--- src/rtl/pipe_stage_register.sv ---
// Generic inter-stage pipeline register with valid/ready handshake, synchronous flush
// and an optional skid entry that registers In_Ready.
module pipe_stage_register #(
  parameter int unsigned CTRL_W = 3,
  parameter int unsigned DATA_W = 101,
  parameter int unsigned SKID   = 1
) (
  input  logic              CLK,
  input  logic              RST_N,
  input  logic              In_Valid,
  output logic              In_Ready,
  input  logic [CTRL_W-1:0] In_Ctrl,
  input  logic [DATA_W-1:0] In_Data,
  input  logic              Flush,
  output logic              Out_Valid,
  input  logic              Out_Ready,
  output logic [CTRL_W-1:0] Out_Ctrl,
  output logic [DATA_W-1:0] Out_Data,
  output logic [1:0]        Occupancy
);

  localparam bit UseSkid = (SKID != 0);

  logic              m_valid_q, m_valid_d;
  logic [CTRL_W-1:0] m_ctrl_q, m_ctrl_d;
  logic [DATA_W-1:0] m_data_q, m_data_d;
  logic              s_valid_q, s_valid_d;
  logic [CTRL_W-1:0] s_ctrl_q, s_ctrl_d;
  logic [DATA_W-1:0] s_data_q, s_data_d;
  logic              in_ready_q, in_ready_d;
  logic              accept;
  logic              drain;

  assign drain    = m_valid_q & Out_Ready;
  assign In_Ready = UseSkid ? in_ready_q : (~m_valid_q | Out_Ready);
  assign accept   = In_Valid & In_Ready;

  always_comb begin
    m_valid_d = m_valid_q;
    m_ctrl_d  = m_ctrl_q;
    m_data_d  = m_data_q;
    s_valid_d = s_valid_q;
    s_ctrl_d  = s_ctrl_q;
    s_data_d  = s_data_q;

    if (Flush) begin
      // A drain this cycle was already sampled downstream; an accept is dropped.
      m_valid_d = 1'b0;
      m_ctrl_d  = '0;
      s_valid_d = 1'b0;
      s_ctrl_d  = '0;
    end else if (UseSkid && s_valid_q) begin
      // In_Ready is low here, so only the skid-to-main move can happen.
      if (drain) begin
        m_valid_d = 1'b1;
        m_ctrl_d  = s_ctrl_q;
        m_data_d  = s_data_q;
        s_valid_d = 1'b0;
        s_ctrl_d  = '0;
      end
    end else if (accept) begin
      if (!m_valid_q || drain) begin
        m_valid_d = 1'b1;
        m_ctrl_d  = In_Ctrl;
        m_data_d  = In_Data;
      end else if (UseSkid) begin
        s_valid_d = 1'b1;
        s_ctrl_d  = In_Ctrl;
        s_data_d  = In_Data;
      end
    end else if (drain) begin
      m_valid_d = 1'b0;
      m_ctrl_d  = '0;
    end

    in_ready_d = ~s_valid_d;
  end

  always_ff @(posedge CLK or negedge RST_N) begin
    if (!RST_N) begin
      m_valid_q  <= 1'b0;
      m_ctrl_q   <= '0;
      m_data_q   <= '0;
      s_valid_q  <= 1'b0;
      s_ctrl_q   <= '0;
      s_data_q   <= '0;
      in_ready_q <= 1'b1;
    end else begin
      m_valid_q  <= m_valid_d;
      m_ctrl_q   <= m_ctrl_d;
      m_data_q   <= m_data_d;
      s_valid_q  <= s_valid_d;
      s_ctrl_q   <= s_ctrl_d;
      s_data_q   <= s_data_d;
      in_ready_q <= in_ready_d;
    end
  end

  // Stored ctrl is zeroed whenever an entry empties, so no output gating is needed.
  assign Out_Valid = m_valid_q;
  assign Out_Ctrl  = m_ctrl_q;
  assign Out_Data  = m_data_q;
  assign Occupancy = {1'b0, m_valid_q} + {1'b0, s_valid_q};

endmodule

--- config.mk ---
export PLATFORM = sky130hd
export DESIGN_NAME = pipe_stage_register
export DESIGN_NICKNAME = d
export VERILOG_FILES = /design/src/rtl/pipe_stage_register.sv
export SDC_FILE = /design/constraint.sdc
export NUM_CORES = 1
export LEC_CHECK = 0
export ABC_AREA = 1
export ABC_CLOCK_PERIOD_IN_PS = 3800
export CAP_MARGIN = 20
export CORE_MARGIN = 2
export CORE_UTILIZATION = 54
export CTS_CLUSTER_DIAMETER = 150
export CTS_CLUSTER_SIZE = 14
export DETAILED_ROUTE_END_ITERATION = 7
export PLACE_DENSITY = 0.86
export SYNTH_ARGS = -nofsm -noshare
export SYNTH_HDL_FRONTEND = slang
export SYNTH_SLANG_ARGS = --single-unit
--- constraint.sdc ---
create_clock -name CLK -period 3.8 [get_ports CLK]
set_input_delay 0.38 -clock CLK [delete_from_list [all_inputs] [get_ports CLK]]
set_output_delay 0.38 -clock CLK [all_outputs]
set_load 0.005 [all_outputs]
==> After elaboration in Yosys (flattened, before gate mapping) <==
Cells that the tools add are included.
{ "classes": {"n_addsub": 1, "eq_ne": 4, "muxes": 25, "n_bitwise": 6, "reduce_logical": 10} }
{ "op_table": {"columns": ["op", "n"], "rows": [
  ["$mux 101", 4],
  ["$mux 3", 10],
  ["$mux 1", 11],
  ["$reduce_and 4->1", 2],
  ["$reduce_and 3->1", 2],
  ["$reduce_bool 3->1", 2],
  ["$ne 4x3->1 const B", 1],
  ["$not 1->1", 4],
  ["$reduce_bool 2->1", 2],
  ["$ne 3x2->1 const B", 1],
  ["$ne 3x3->1 const B", 1],
  ["$add 1x1->2", 1],
  ["$and 1x1->1", 2],
  ["$ne 2x1->1 const B", 1],
  ["$logic_not 1->1", 1],
  ["$logic_or 1x1->1", 1]
]} }
{ "word_totals": {"register_bits": 211, "in_bits": 109, "output_inout_bits": 108, "elab_cells": 53} }

==> Logic depth before layout (Yosys ltp) <==
Gate-level depths: netlist (run 1).
{ "logic_depth": {"ltp_word": 7, "depth_mapped": 10, "mapped_depth_nobuf": 7} }

==> Least setup slack after synthesis (run 1) <==
No wires, ideal clock.
{ "synth_path": {"path_type": "flip-flop to flip-flop", "startpoint": "register in_ready_q, in the netlist In_Ready", "endpoint": "register s_data_q[62]", "setup_time_ns": 0.130, "arrival_time_ns": 1.330, "required_ns": 3.670, "slack_ns": 2.340, "path_stages_with_launch": 8, "n_path_buf": 2, "period_less_slack_ns": 1.460, "path_cell_list": "dfstp_2 -> nand2_1 -> inv_1 -> nand3_2 -> buf_4 -> clkbuf_1 -> nand2_1 -> o21ai_1"} }
{ "synth_via": {"elab_chain_len": 2} }
{ "synth_rtl": {"columns": ["element", "line", "rtl"], "rows": [
  ["start: declaration", "30", "logic in_ready_q, in_ready_d;"],
  ["start signal: assignment", "95", "in_ready_q <= in_ready_d;"],
  ["$and 1x1->1", "36", "assign accept = In_Valid & In_Ready;"],
  ["$reduce_and 4->1 (no line)", null, null],
  ["end signal: assignment", "94", "s_data_q <= s_data_d;"],
  ["end: declaration", "29", "logic [DATA_W-1:0] s_data_q, s_data_d;"]
]} }
No other way between the ends.
A chain may end at the register's enable or synchronous reset.

==> Worst setup path in the final report (run 1) <==
{ "layout_path": {"startpoint": "register s_valid_q", "endpoint": "output Occupancy[0]"} }
{ "layout_via": {"elab_chain_len": 1} }
{ "layout_rtl": {"columns": ["element", "line", "rtl"], "rows": [
  ["start: declaration", "27", "logic s_valid_q, s_valid_d;"],
  ["start signal: assignment", "92", "s_valid_q <= s_valid_d;"],
  ["$add 1x1->2", "103", "assign Occupancy = {1'b0, m_valid_q} + {1'b0, s_valid_q};"],
  ["end: declaration", "19", "output logic [1:0] Occupancy"]
]} }
No other way between the ends.

==> results_dict.tcl, run 1 <==
set metrics [dict create \
    clk_latency_ps 480 \
    synth_fa_ha_area_share_pct 0.136 \
    die_area_um2 18200 \
    cts_hold_buf 0 \
    syn_nets 1260 \
    syn_to_final_growth_pct 29.1 \
    fin_skew_ps 24.7 \
    wl_per_cell_um 14.1 \
    h-tree-depth 1 \
    topRoutingLayerUsed "met4" \
    post-route-period-util_pct 73.4 \
    num_vias 7853 \
    grt_start_max_net_pins 109 \
    nNetsFinal 1442 \
    max-slew-margin-rel_pct 35.8 \
    place_congestion 0.796 \
    drc 0 \
    criticalPathCategory "reg2out" \
    ys_warn_count 0 \
    cp.required_ps 3420 \
    cts-root-buf "clkbuf_16" \
    rsz0062_at_grt "false" \
    antennaDiodeCount 0 \
    hold_viol 6 \
    postSynthAreaPerCell_um2 8.03 \
    drt_wl_total_um 21900 \
    hold_ws_ps -22.5 \
    met1_length_um 9200 \
    antenna_found_initial 0 \
    ioPinCount 217 \
    clk_path_buf_depth 3 \
    timing.fmax_mhz 359 \
    post_cts_buffers 0 \
    final-max-slew-violation-count 0 \
    outcome "finished with violations" \
    cts-buffers-inserted 19 \
    n_fill_cell 1284 \
    layout_common_cells "539 x nand2_1, 215 x clkdlybuf4s50_1, 209 x dfrtp_1" \
    synth_cell_types 18 \
    via_per_inst 5.04 \
    finalSetupViolCount 0 \
    synth_xor_area_share_pct 0 \
    ys_ff_latch 211 \
    setup-tns-final_ps 0 \
    clock-sinks 211 \
    peakVddDrop_v 0.000289 \
    hold_class "in2async" \
    arrival_ps 2410 \
    final_core_util_pct 71.6 \
    wl_met3_um 1300 \
    yosys.area_share.simple_pct 22.8 \
    tritoncts "yes" \
    worst_pin_slew_ps 963 \
    core_um2 16600 \
    grt_use_total_pct 24.4 \
    gr-total-overflow 0 \
    syn_inst 1150 \
    critPathLaunchType "flop" \
    synth_top_family_by_area "simple AND/OR/NAND/NOR gates" \
    yosysSeqAreaShare_pct 57.2 \
    leakagePower_nw 5.95 \
    violations "negative hold slack" \
    ant_nets 0 \
    p_per_area_nw_per_um2 544 \
    hpwl_um 14600 \
    cp_max_fo 108 \
    firstDrtPassIters 7 \
    synthMuxAreaShare_pct 0 \
    row_count 47 \
    synth_compound_gate_area_share_pct 11.2 \
    reg2reg_depth 5 \
    syn-cell-area_um2 9230 \
    fp.dieH_um 135 \
    grt_pass1_wl_um 36400 \
    period_needed_ps 2790 \
    drive_above_1_share_pct 2.99 \
    start_util_pct 55.5 \
    maxCapViolCount 0 \
    dr.first_iter.drc_count 587 \
    wl_met2_um 10700 \
    final_common_cell "nand2_1" \
    cp-end-kind "output pin" \
    clk_pin_slew_ps 70 \
    grt_pass1_vias 7578 \
    cts_resized 0 \
    die_w_um 135 \
    port_buffers 216 \
]
==> per-stage QoR <==
| stage | worst slack, ps | instance area [um^2] | std cells | total power [mW] |
|---|---|---|---|---|
| 6_report | 1010 | 11900 | 1558 | 6.49 |
| 4_1_cts | 965 | 11900 | 1558 | 6.54 |
| 2_1_floorplan | 2340 | 9230 | 1150 | 3.91 |
| 3_3_place_gp | 1190 | 11400 | 1531 | 4.74 |
| 5_1_grt | 814 | 11900 | 1558 | 6.88 |
| 3_5_place_dp | 1110 | 11400 | 1531 | 4.83 |
==> synthesized netlist by cell type <==
cell type,n,share of area (%)
nor2_2,2,0.14
buf_1,1,0.041
o21ai_1,33,1.8
nand3_1,9,0.49
inv_2,2,0.081
buf_4,12,0.98
o21ai_0,171,9.3
nor2_1,5,0.20
ha_1,1,0.14
inv_1,107,4.4
nand3_2,1,0.11
buf_6,9,1.1
buf_2,20,1.1
a21oi_1,2,0.11
dfrtp_1,210,57
nand2_1,539,22
clkbuf_1,25,1.0
dfstp_2,1,0.28
==> cells by family after synthesis <==
family,after synthesis
buffers and inverters,176
flip-flops,211
adder cells (fa/ha/maj),1
AND/OR/NAND/NOR,556
AO/OA/AOI/OAI,206
==> state kept, by name (all words and copies together) (netlist names) <==
register / cells
s_ctrl_q: 3
Out_Ctrl: 3
Out_Valid: 1
Out_Data: 101
In_Ready: 1
s_valid_q: 1
s_data_q: 101
==> routing by layer <==
| layer | vias up | global-route usage [%] |
|---|---|---|
| met1 | 3655 | 33.2 |
| met5 | - | 0 |
| met4 | 0 | 8.30 |
| met2 | 264 | 40.4 |
| met3 | 49 | 3.87 |
| li1 | 3885 | - |
==> final timing paths <==
kind / slack, ps / startpoint / to
max: 1010 / s_valid_q / Occupancy[0]
min: -20 / RST_N / Out_Data[52]
max reg2reg: 1100 / s_valid_q / s_data_q[18]
min reg2reg: 470 / Out_Data[65] / Out_Data[65]
max in group asynchronous: 2820 / RST_N / Out_Data[96]
min in group CLK: 470 / Out_Data[65] / Out_Data[65]
==> worst max-delay path, cell delays in order, from the launching register on <==
cell	delay (ps)
dfrtp_4	1030
ha_1	380
clkdlybuf4s50_1	510
==> final cells by class <==
class,instances,area [um^2],share of cell area [%]
clock buffer,26,502,4.21
clock inverter,1,16.3,0.136
inverter,109,410,3.44
multi-input combinational,763,3170,26.6
sequential,211,5290,44.3
tap,220,275,2.31
timing repair buffer,228,2270,19.0
==> power by group <==
part	switching [mW]	internal, mW
clock	0.777	0.920
sequential	0.383	2.89
combinational	0.677	0.842
total	1.84	4.65
No activity file was read; power rests on OpenSTA's default activity.
==> run 2, diff against run 1 <==
- ABC_CLOCK_PERIOD_IN_PS: 3800 -> 2900
- CORE_UTILIZATION: 54 -> 50
- PLACE_DENSITY: 0.86 -> 0.8
- clock period: 3.8 -> 2.9 ns (I/O delays scaled with it)
==> run 2 against run 1 <==
Compared with the run above: the flow now finishes without violations; largest power group unchanged; setup slack lost 460 ps; combinational power increased by 34%; worst hold slack better by 400 ps; clock power rose by 32%; total power grew 32%; first-iteration DRC count is 24% lower; via count fell by 0.88%; final area grew 1.0%; flip-flop and latch count stayed put; sequential power grew 30%.
==> results_dict.tcl, run 2 (synthesis gave the netlist of run 1 again) <==
set metrics [dict create \
    outcome "finished, final reports clean" \
    drc 0 \
    place_congestion 0.777 \
    cts_resized 0 \
    core_um2 18000 \
    gr-total-overflow 0 \
    reg2reg_slack_ps 650 \
    nNetsFinal 1448 \
    ant_nets 0 \
    period_needed_ps 2350 \
    p_per_area_nw_per_um2 708 \
    arrival_ps 2060 \
    max-slew-margin-rel_pct 39.0 \
    num_vias 7784 \
    critical-path-top-delay-family "buffers and inverters" \
    drt_wl_total_um 21900 \
    hold_class "in2reg" \
    ioPinCount 217 \
    cp_max_fo 33 \
    antennaDiodeCount 0 \
    cts-buffers-inserted 19 \
    critPathLaunchType "flop" \
    drive_above_1_share_pct 3.35 \
    clock-sinks 211 \
    final_common_cell "nand2_1" \
    fin_skew_ps 13.1 \
    hpwl_um 14500 \
    clk_pin_slew_ps 70 \
    grt_pass1_vias 7398 \
    die_w_um 140 \
    timing.fmax_mhz 425 \
    cp_cell_sequence "buf_4, ha_1, clkdlybuf4s50_1" \
    grt_start_max_net_pins 109 \
    start_util_pct 51.2 \
    wl_per_cell_um 13.9 \
    tritoncts "yes" \
    post-route-period-util_pct 81.1 \
    rsz0062_at_grt "false" \
    final-max-slew-violation-count 0 \
    via_per_inst 4.95 \
    h-tree-depth 1 \
    antenna_found_initial 1 \
    grt_use_total_pct 22.3 \
    worst_pin_slew_ps 914 \
    port_buffers 216 \
    leakagePower_nw 6.01 \
    firstDrtPassIters 5 \
    die_area_um2 19600 \
    grt_pass1_wl_um 36100 \
    final_core_util_pct 66.8 \
    fp.dieH_um 140 \
    setup-tns-final_ps 0 \
    peakVddDrop_v 0.000419 \
    cts-root-buf "clkbuf_16" \
    crit_buf_inv 2 \
    slowest_delay_ps 530 \
    layout_common_cells "539 x nand2_1, 215 x clkdlybuf4s50_1, 209 x dfrtp_1" \
    dr.first_iter.drc_count 448 \
    maxCapViolCount 0 \
    clk_latency_ps 480 \
    cts_hold_buf 1 \
    criticalPathCategory "reg2out" \
    post_cts_buffers 0 \
    cp-end-kind "output pin" \
    syn_to_final_growth_pct 30.5 \
    clk_path_buf_depth 3 \
    row_count 49 \
    hold_viol 0 \
    cp.required_ps 2610 \
    slowest_stage "dfrtp_4" \
    finalSetupViolCount 0 \
]
-- run 2: changes by cell type in the layout (fill, tap and decap cells not counted) --
cell           previous run  this run
dlygate4sd3_1             0         1
clkbuf_8                  1         0
buf_8                     0         1
buf_12                    1         6
-- run 2: area by class of cell --
| class | instances | area, um^2 |
|---|---|---|
| Clock buffer | 26 | 502 |
| Clock inverter | 1 | 16.3 |
| Fill cell | 1505 | 5980 |
| Inverter | 109 | 410 |
| Multi-Input combinational cell | 763 | 3170 |
| Sequential cell | 211 | 5290 |
| Tap cell | 229 | 287 |
| Timing Repair Buffer | 234 | 2380 |
-- run 2: metal layers --
| metal | part of all wire [%] | vias to the layer above | GRT usage [%] |
|---|---|---|---|
| li1 | - | 3903 | - |
| met1 | 44 | 3619 | 30.7 |
| met2 | 48 | 218 | 36.3 |
| met3 | 5.7 | 42 | 3.48 |
| met4 | 3.0 | 2 | 7.58 |
| met5 | 0.050 | - | 0 |
-- run 2: final timing paths --
check / start / endpoint / depth (start not counted)
max reg2reg: s_valid_q / Out_Data[59] / 8
min: In_Data[70] / s_data_q[70] / 3
max in group asynchronous: RST_N / s_data_q[35] / 3
min in group asynchronous: RST_N / Out_Data[58] / 2
max: s_valid_q / Occupancy[0] / 3
min reg2reg: Out_Data[69] / Out_Data[69] / 2
-- run 2: power by group --
group	total [mW]	internal, mW	switching (mW)	leakage (nW)
clock	2.24	1.21	1.04	0.249
sequential	4.26	3.78	0.475	2.65
combinational	2.03	1.12	0.911	3.10
-- run 2: tightest hold or removal path: stages --
cell and delay [ps]:
clkdlybuf4s50_1 400, inv_1 70, o21ai_1 60
-- run 2: through the flow --
stage / std cells / setup WS, ps / cell area, um^2 / hold WS (ps) / total power, mW
floorplan: 1150 / 1440 / 9230 / -5.59 / 5.12
finish: 1573 / 549 / 12000 / 378 / 8.53
detailed placement: 1545 / 662 / 11500 / 353 / 6.34
CTS: 1573 / 526 / 12000 / 362 / 8.63
global route: 1573 / 418 / 12000 / 375 / 9.05
global placement: 1545 / 729 / 11500 / 350 / 6.24
